[src/rtl/noc_route_demux.sv]
// Wormhole packet demultiplexer: steers each packet from one input channel to one
// of NOUT buffered output ports chosen by the header's destination field.
module noc_route_demux #(
  parameter int W     = 9,
  parameter int NOUT  = 2,
  parameter int DEPTH = 4,
  localparam int AW   = $clog2(NOUT)
) (
  input  logic              CLK,
  input  logic              RESET,
  input  logic [W-1:0]      In_data,
  input  logic              In_valid,
  output logic              In_ready,
  output logic [NOUT*W-1:0] Out_data,
  output logic [NOUT-1:0]   Out_valid,
  input  logic [NOUT-1:0]   Out_ready,
  output logic [AW-1:0]     S_data,
  output logic              S_valid,
  input  logic              S_ready,
  output logic [7:0]        drop_cnt
);

  localparam int PW = $clog2(DEPTH);
  localparam int CW = $clog2(DEPTH + 1);

  localparam logic [1:0] HEAD = 2'd0;
  localparam logic [1:0] BODY = 2'd1;
  localparam logic [1:0] DROP = 2'd2;

  logic [1:0]    state;
  logic [AW-1:0] lock;
  logic [AW-1:0] dest;
  logic [AW-1:0] target;
  logic          dest_ok;
  logic          tail;
  logic          tgt_full;
  logic          s_free;
  logic          accept;
  logic          route_hdr;

  logic [W-1:0]  mem    [NOUT][DEPTH];
  logic [PW-1:0] rd_ptr [NOUT];
  logic [PW-1:0] wr_ptr [NOUT];
  logic [CW-1:0] count  [NOUT];
  logic [NOUT-1:0] push;
  logic [NOUT-1:0] pop;

  logic          s_valid_q;
  logic [AW-1:0] s_data_q;
  logic [7:0]    drop_q;

  function automatic logic [PW-1:0] ptr_next(input logic [PW-1:0] ptr);
    return (ptr == PW'(DEPTH - 1)) ? '0 : ptr + 1'b1;
  endfunction

  assign dest      = In_data[AW-1:0];
  assign tail      = In_data[W-1];
  assign dest_ok   = int'(dest) < NOUT;
  assign target    = (state == BODY) ? lock : dest;
  assign s_free    = !s_valid_q || S_ready;
  assign accept    = In_valid && In_ready;
  assign route_hdr = accept && (state == HEAD) && dest_ok;

  // A full target blocks the input even if it is being popped this cycle.
  always_comb begin
    tgt_full = 1'b0;
    for (int p = 0; p < NOUT; p++) begin
      if (target == AW'(p)) tgt_full = (count[p] == CW'(DEPTH));
    end
  end

  always_comb begin
    case (state)
      HEAD:    In_ready = dest_ok ? (!tgt_full && s_free) : 1'b1;
      BODY:    In_ready = !tgt_full;
      DROP:    In_ready = 1'b1;
      default: In_ready = 1'b0;
    endcase
  end

  always_comb begin
    push      = '0;
    pop       = '0;
    Out_valid = '0;
    Out_data  = '0;
    for (int p = 0; p < NOUT; p++) begin
      push[p]      = accept && ((state == BODY) || route_hdr) && (target == AW'(p));
      Out_valid[p] = (count[p] != '0);
      pop[p]       = Out_ready[p] && Out_valid[p];
      if (Out_valid[p]) Out_data[p*W +: W] = mem[p][rd_ptr[p]];
    end
  end

  always_ff @(posedge CLK or posedge RESET) begin
    if (RESET) begin
      state  <= HEAD;
      lock   <= '0;
      drop_q <= '0;
    end else if (accept) begin
      case (state)
        HEAD: begin
          if (dest_ok) begin
            if (!tail) begin
              state <= BODY;
              lock  <= dest;
            end
          end else begin
            if (drop_q != 8'hFF) drop_q <= drop_q + 8'd1;
            if (!tail) state <= DROP;
          end
        end
        BODY, DROP: if (tail) state <= HEAD;
        default:    state <= HEAD;
      endcase
    end
  end

  // A new route record wins over a same-cycle consume of the old one.
  always_ff @(posedge CLK or posedge RESET) begin
    if (RESET) begin
      s_valid_q <= 1'b0;
      s_data_q  <= '0;
    end else if (route_hdr) begin
      s_valid_q <= 1'b1;
      s_data_q  <= dest;
    end else if (S_ready) begin
      s_valid_q <= 1'b0;
    end
  end

  always_ff @(posedge CLK or posedge RESET) begin
    if (RESET) begin
      for (int p = 0; p < NOUT; p++) begin
        rd_ptr[p] <= '0;
        wr_ptr[p] <= '0;
        count[p]  <= '0;
      end
    end else begin
      for (int p = 0; p < NOUT; p++) begin
        if (push[p]) wr_ptr[p] <= ptr_next(wr_ptr[p]);
        if (pop[p])  rd_ptr[p] <= ptr_next(rd_ptr[p]);
        case ({push[p], pop[p]})
          2'b10:   count[p] <= count[p] + CW'(1);
          2'b01:   count[p] <= count[p] - CW'(1);
          default: count[p] <= count[p];
        endcase
      end
    end
  end

  always_ff @(posedge CLK) begin
    for (int p = 0; p < NOUT; p++) begin
      if (push[p]) mem[p][wr_ptr[p]] <= In_data;
    end
  end

  assign S_valid  = s_valid_q;
  assign S_data   = s_data_q;
  assign drop_cnt = drop_q;

endmodule

[config.mk]
export PLATFORM = sky130hd
export DESIGN_NAME = noc_route_demux
export DESIGN_NICKNAME = d
export VERILOG_FILES = /design/src/rtl/noc_route_demux.sv
export SDC_FILE = /design/constraint.sdc
export NUM_CORES = 1
export LEC_CHECK = 0
export ABC_AREA = 1
export BUFFER_PORTS_ARGS = -buffer_cell sky130_fd_sc_hd__buf_4
export CAP_MARGIN = 10
export CORE_ASPECT_RATIO = 1.5
export CORE_UTILIZATION = 35
export CTS_CLUSTER_SIZE = 40
export DETAILED_ROUTE_END_ITERATION = 10
export GPL_TIMING_DRIVEN = 0
export SYNTH_ARGS = -nofsm -noshare
export SYNTH_HDL_FRONTEND = slang
export SYNTH_SLANG_ARGS = --single-unit
[constraint.sdc]
create_clock -name CLK -period 2.5 [get_ports CLK]
set_input_delay 0.25 -clock CLK [delete_from_list [all_inputs] [get_ports CLK]]
set_output_delay 0.25 -clock CLK [all_outputs]
set_load 0.1 [all_outputs]
==> results of run 1 <==
## worst min-delay path by stage
| stage | slack [ps] | endpoint | startpoint |
|---|---|---|---|
| 2_1_floorplan | 190 | S_data | RESET |
| 3_5_place_dp | 410 | S_data | RESET |
| 4_1_cts | 50 | count[2] | RESET |
| 3_3_place_gp | 410 | S_data | RESET |
| 5_1_grt | 80 | count[2] | RESET |
| 6_report | 30 | count[2] | RESET |
## kinds of logic (layout without fill, tap and decap cells)
kind of cell	after synthesis	in the layout
DFF	90	90
buffers and inverters	53	105
AOI/OAI and AO/OA	71	71
and+or+nand+nor	120	120
adders and majority gates	14	14
xor gates and xnor gates	4	4
other	1	8
## stage by stage
stage | util | instances | hold slack (ps) | setup WS [ps]
4_1_cts | 0.436 | 559 | 50.8 | 62.0
3_5_place_dp | 0.411 | 543 | 410 | 197
3_3_place_gp | 0.411 | 543 | 412 | 270
2_1_floorplan | - | 360 | 189 | 47.5
6_report | 0.436 | 559 | 25.3 | 163
5_1_grt | 0.436 | 559 | 81.0 | 1.98
## cell usage in the layout, fill, tap and decap left out, types with 2 or more instances in the layout
master and count:
nand3_4 2, edfxtp_1 72, clkbuf_16 9, fa_1 2, o21ai_1 6, nand2_1 22
nor2_1 84, clkbuf_1 3, buf_4 44, inv_1 28, dfrtp_1 17, ha_1 12
nand2_4 3, nand3_1 2, clkinv_1 4, nand4_1 2, inv_2 5, a21oi_1 2
xnor2_1 3, clkinv_4 2, clkinvlp_4 2, a21oi_2 18, buf_2 6, conb_1 8
o21ai_2 3, o21ai_0 42
## area by class of cell
class	count	area (um2)	area share
Multi-Input combinational cell	217	1240	0.257
Tap cell	147	184	0.0381
Clock inverter	7	52.6	0.0109
Clock buffer	9	225	0.0467
Sequential cell	90	2610	0.542
Timing Repair Buffer	36	270	0.0560
Buffer	17	101	0.0210
Inverter	36	139	0.0288
## sequential cells by signal, indices dropped and copies added (netlist names)
signal	cells
count	6
S_data	1
lock	1
wr_ptr	4
state	1
rd_ptr	4
mem	72
S_valid	1
## Yosys cell counts (all sizes together)
library cell and count:
nor2 87, dfrtp 18, nand3 4, clkbuf 3, buf 14, nor3 1
xnor2 3, clkinv 2, conb 1, xor2 1, fa 2, inv 34
o21ai 51, nand2 26, nand4 2, a21oi 20, edfxtp 72, ha 12
## per-layer routing
layer / vias up / wire length, um / global-route usage
li1: 1280 / - / -
met4: 0 / 158 / 0.0608
met3: 12 / 182 / 0.0274
met1: 1232 / 3010 / 0.153
met2: 41 / 4510 / 0.275
met5: - / 0 / 0
==> metrics.txt, run 1 <==
WP data arrival 2090 ps; Levels on crit path 5; CTS clk-pin slew, worst paths 60 ps; Nets 436; Via Count 2,565; via/cell ratio 4.59; Adder-Cell Fraction of Synth Area 0.0477; CP Cell Sequence inv_1, clkbuf_1, o21ai_0, a21oi_2, buf_4; fraction of synthesized cell area in xor and xnor cells 0.00879; reg-to-reg critical path endpoint count[4]; slowest CP cell clkbuf_1; post-route setup TNS 0 ps; port bufs 36; Ys Warns 0; r2r setup slk 210 ps; Post-CTS Setup Inserts 0; Post-DP Area 4550 um2; Setup CP Type reg2out; max-slew violation count 0; Synth Cell Area 3990 um2; Max-Cap Viols 0; Max-slew headroom 0.367; Reg2Reg Depth 8; final hold vios 0; main combinational cell family by area after synthesis simple AND/OR/NAND/NOR gates; hold buffer count at cts 0; Synth Instances 353; cell taking the most area after synthesis edfxtp_1; min Tclk post-route 2340 ps; Worst Skew 7.14 ps; vias in the first global route 2,512; gpl congestion 0.713; die area 11,800 um2; mean post-synth cell area 11.3 um2; WL final 7860 um; die width 89.2 um; I/O pins 46; Root Driver clkbuf_16; Hold Crit Class in2async; RSZ-0062 raised after global routing false; CTS tree done; post-synthesis mux area share 0; global-route wire length before repair 12,500 um; FMAX 428 MHz; #FFs+latches synth 90; Initial Utilization 0.361; status finished clean; Die Height 133 um; Layout fillers 1,074; antenna violations before repair 0; CP Launch Point rd_ptr[2]; Global Route Usage Sum 0.146; total gr overflow 0; Buffers & Inverters on Critical Path 3; post-synth top area share 0.542; CTS H-tree depth 3; Worst EP required 2250 ps; pin count of the biggest net entering global routing 19; remaining antenna violation count 0; hpwl dp 5430 um; compound-gate portion of the synthesized area 0.0919; Design Area, Final 4820 um2; CP Max Fanout 10; initial detailed-routing violation count 161; worst skew pair latency 340 ps; Max stage delay on crit path 410 ps; worst slew pin tran 945 ps; core footprint 11,100 um2; fin crit share 0.935; CTS Sinks 90; DRC Markers 0; post-synthesis sequential area ratio 0.655; num rows 47; Pre-antenna DRT Iters 4; drt wl/cell 14.1 um; Critical Path Sink Out_data[0]; TritonCTS buffer count 9; Longest Clk Path Bufs 2; largest cells by area after synthesis edfxtp_1, dfrtp_1, nor2_1; final setup violation count 0; crit end category primary output; CTS-repair resized insts 0; Distinct cells, synth 28; synthesis-to-layout area growth 21.0%; Setup crit start kind register; layout cells sized above 1 0.248; Synth Area in Simple Gates 0.136; CP top delay family buffers and inverters; reg-to-reg startpoint count[3]; # diodes 0
Power of run 1 is not shown: default switching activity piles up to over one toggle a cycle in this logic, so the estimate is an artifact.
==> run 2: changes to the inputs <==
--- a/config.mk
+++ b/config.mk
@@ -9,6 +9,7 @@
 export BUFFER_PORTS_ARGS = -buffer_cell sky130_fd_sc_hd__buf_4
 export CAP_MARGIN = 10
 export CORE_ASPECT_RATIO = 1.5
+export CORE_MARGIN = 2
 export CORE_UTILIZATION = 35
 export CTS_CLUSTER_SIZE = 40
 export DETAILED_ROUTE_END_ITERATION = 10
==> metrics.txt, run 2 (synthesis results as in run 1) <==
Post-CTS Setup Inserts 0; remaining antenna violation count 0; Setup crit start kind register; CTS Sinks 90; drt wl/cell 14.2 um; Nets 436; final setup violation count 0; vias in the first global route 2,540; status finished clean; hold buffer count at cts 0; Worst Skew 5.84 ps; FMAX 431 MHz; CP Max Fanout 10; antenna violations before repair 0; WP data arrival 2070 ps; core footprint 11,100 um2; Initial Utilization 0.361; WL final 7930 um; commonest non-fill, non-tap cell in the layout nor2_1; CTS H-tree depth 3; I/O pins 46; CTS tree done; worst skew pair latency 330 ps; layout cells sized above 1 0.255; CP top delay family buffers and inverters; initial detailed-routing violation count 100; global-route wire length before repair 12,800 um; Max stage delay on crit path 360 ps; synthesis-to-layout area growth 22.3%; pin count of the biggest net entering global routing 19; final hold vios 0; r2r setup slk 280 ps; Max-Cap Viols 0; port bufs 36; gpl congestion 0.728; Max-slew headroom 0.388; slowest CP cell dfrtp_1; fin crit share 0.928; hpwl dp 5480 um; max reg flops 72; die width 91.2 um; via/cell ratio 4.54; Global Route Usage Sum 0.139; Worst EP required 2250 ps; Buffers & Inverters on Critical Path 3; Via Count 2,537; Pre-antenna DRT Iters 5; total gr overflow 0; post-route setup TNS 0 ps; CP Cell Sequence buf_2, buf_2, nor2_1, nor2_1, o21ai_0, a21oi_2, buf_4; worst slew pin tran 914 ps; min Tclk post-route 2320 ps; # diodes 0; RSZ-0062 raised after global routing false; num rows 47; Hold Crit Class in2async; Die Height 135 um; CTS-repair resized insts 0; max-slew violation count 0; Root Driver clkbuf_16; most frequent cells in the layout nor2_1, edfxtp_1, buf_4, o21ai_0, inv_1; Longest Clk Path Bufs 2; CTS clk-pin slew, worst paths 60 ps; Setup CP Type reg2out; DRC Markers 0; TritonCTS buffer count 9; die area 12,300 um2; crit end category primary output
## run 2: through the flow
step	hold WS (ps)	instances	cell area [um2]	setup slack [ps]	utilization
global placement	409	543	4550	282	0.411
detailed placement	412	543	4550	208	0.411
finish	23.3	559	4880	181	0.441
floorplan	189	360	4090	47.5	-
CTS	46.1	559	4870	46.3	0.441
global route	82.8	559	4880	5.31	0.441
## run 2: metal layers
layer  share of wire  track usage
met1            0.38        0.144
met2            0.57        0.269
met3           0.033       0.0251
met4           0.018       0.0631
met5               0            0
## run 2: final cells by class
type,instances,area (um2)
Multi-Input combinational cell,217,1240
Tap cell,147,184
Fill cell,1082,6180
Buffer,17,103
Clock buffer,9,225
Clock inverter,7,100
Timing Repair Buffer,36,270
Sequential cell,90,2610
Inverter,36,143
## run 2: worst register-to-register path, stage by stage, from the launching register on
cell and delay [ps]:
dfrtp_1 380, inv_1 100, nand2_1 110, nor2_4 380
clkinvlp_4 170, nand2_1 80, inv_1 80, ha_1 190
inv_1 100, fa_1 420, o21ai_0 140
## run 2: path summary, 6_finish.rpt
kind	from	endpoint	depth (start not counted)
worst max-delay path	rd_ptr[2]	Out_data[0]	7
max in group asynchronous	RESET	S_valid	2
min in group CLK	S_ready	S_valid	2
worst min-delay path	RESET	S_data	2
worst min register to register	lock	lock	2
worst max register to register	count[1]	count[1]	10
Power of run 2 is left out for the same reason.
==> run 3: changes to the inputs <==
--- a/config.mk
+++ b/config.mk
@@ -14,6 +14,7 @@
 export CTS_CLUSTER_SIZE = 40
 export DETAILED_ROUTE_END_ITERATION = 10
 export GPL_TIMING_DRIVEN = 0
+export PLACE_DENSITY_LB_ADDON = 0.25
 export SYNTH_ARGS = -nofsm -noshare
 export SYNTH_HDL_FRONTEND = slang
 export SYNTH_SLANG_ARGS = --single-unit
==> metrics.txt, run 3 (synthesis results as in run 1) <==
status finished clean; remaining antenna violation count 0; synthesis-to-layout area growth 21.5%; met1 WL 3130 um; die width 91.2 um; die area 12,300 um2; core footprint 11,100 um2; Worst EP required 2250 ps; final hold vios 0; TritonCTS buffer count 9; met3 routed WL 223 um; most frequent cells in the layout nor2_1, edfxtp_1, buf_4, o21ai_0, inv_1; pin count of the biggest net entering global routing 19; fin crit share 0.909; Setup CP Type reg2out; min Tclk post-route 2270 ps; FMAX 440 MHz; CTS H-tree depth 3; CTS Sinks 90; WP data arrival 2020 ps; WL final 8090 um; reg-to-reg startpoint count[3]; worst slew pin tran 945 ps; via/cell ratio 4.58; Pre-antenna DRT Iters 4; CP Max Fanout 10; Global Route Usage Sum 0.141; Die Height 135 um; WL met2 4530 um; num rows 47; slowest CP cell clkinv_1; Setup crit start kind register; CTS clk-pin slew, worst paths 60 ps; global-route wire length before repair 12,900 um; max-slew violation count 0; crit end category primary output; Reg2Reg Depth 8; Worst Skew 3.82 ps; I/O pins 46; CP Cell Sequence buf_2, clkinv_1, nor2_1, o21ai_0, a21oi_2, buf_4; r2r setup slk 240 ps; final setup violation count 0; CTS-repair resized insts 0; DRC Markers 0; Layout fillers 1,075; Root Driver clkbuf_16; worst skew pair latency 330 ps; uppermost layer routed met4; layout cells sized above 1 0.252; port bufs 36; drt wl/cell 14.5 um; hold buffer count at cts 0; Max-Cap Viols 0; Longest Clk Path Bufs 2; Max stage delay on crit path 350 ps; commonest non-fill, non-tap cell in the layout nor2_1; max reg flops 72; initial detailed-routing violation count 186; Post-CTS Setup Inserts 0; Nets 436; post-route setup TNS 0 ps; Max-slew headroom 0.368; # diodes 0; total gr overflow 0; Hold Crit Class in2async; RSZ-0062 raised after global routing false; antenna violations before repair 0; Initial Utilization 0.361; vias in the first global route 2,647; Via Count 2,544; hpwl dp 5630 um; gpl congestion 0.766; reg-to-reg critical path endpoint count[4]; CTS tree done
==> run 3: cell count changes in the layout (fill, tap and decap cells not counted), sizes merged <==
| cell | delta |
|---|---|
| inv | -3 |
| clkinvlp | -2 |
| clkinv | +2 |
==> run 3: worst max-delay path, delay by kind of cell, from the launching register on <==
family | cells | cell delay, ps
DFF | 1 | 340
buffers and inverters | 3 | 880
AOI/OAI and AO/OA | 2 | 270
and+or+nand+nor | 1 | 190
==> run 3: area by class of cell <==
class | count | area, um2 | area share
flip-flops and latches | 90 | 2610 | 0.540
clock inverters | 4 | 70.1 | 0.0145
plain buffers | 17 | 104 | 0.0214
clock buffers | 9 | 225 | 0.0465
repair buffers | 36 | 270 | 0.0558
multi-input cells | 217 | 1240 | 0.256
well taps | 147 | 184 | 0.0380
inverters | 36 | 139 | 0.0287
==> run 3: worst max path at each step <==
stage | from | end | cells past startpoint
after floorplan | count[1] | count[1] | 10
after global placement | count[1] | count[1] | 10
after detailed placement | count[1] | count[1] | 10
after CTS | rd_ptr[2] | Out_data[8] | 5
after global routing | count[1] | count[1] | 10
final | rd_ptr[3] | Out_data[8] | 6
==> run 3: through the flow <==
stage / worst slack [ps] / utilization / instance area (um2) / hold WS [ps] / instances
final: 228 / 0.438 / 4840 / 54.4 / 556
after global routing: 36.8 / 0.438 / 4840 / 107 / 556
after CTS: 99.5 / 0.438 / 4840 / 74.1 / 556
after detailed placement: 253 / 0.411 / 4550 / 430 / 543
after global placement: 317 / 0.411 / 4550 / 430 / 543
after floorplan: 47.5 / - / 4090 / 189 / 360
==> run 3: per-layer routing <==
metal | track usage | vias up
li1 | - | 1277
met1 | 0.140 | 1211
met2 | 0.275 | 44
met3 | 0.0290 | 12
met4 | 0.0673 | 0
met5 | 0 | -
Power of run 3 is left out for the same reason.
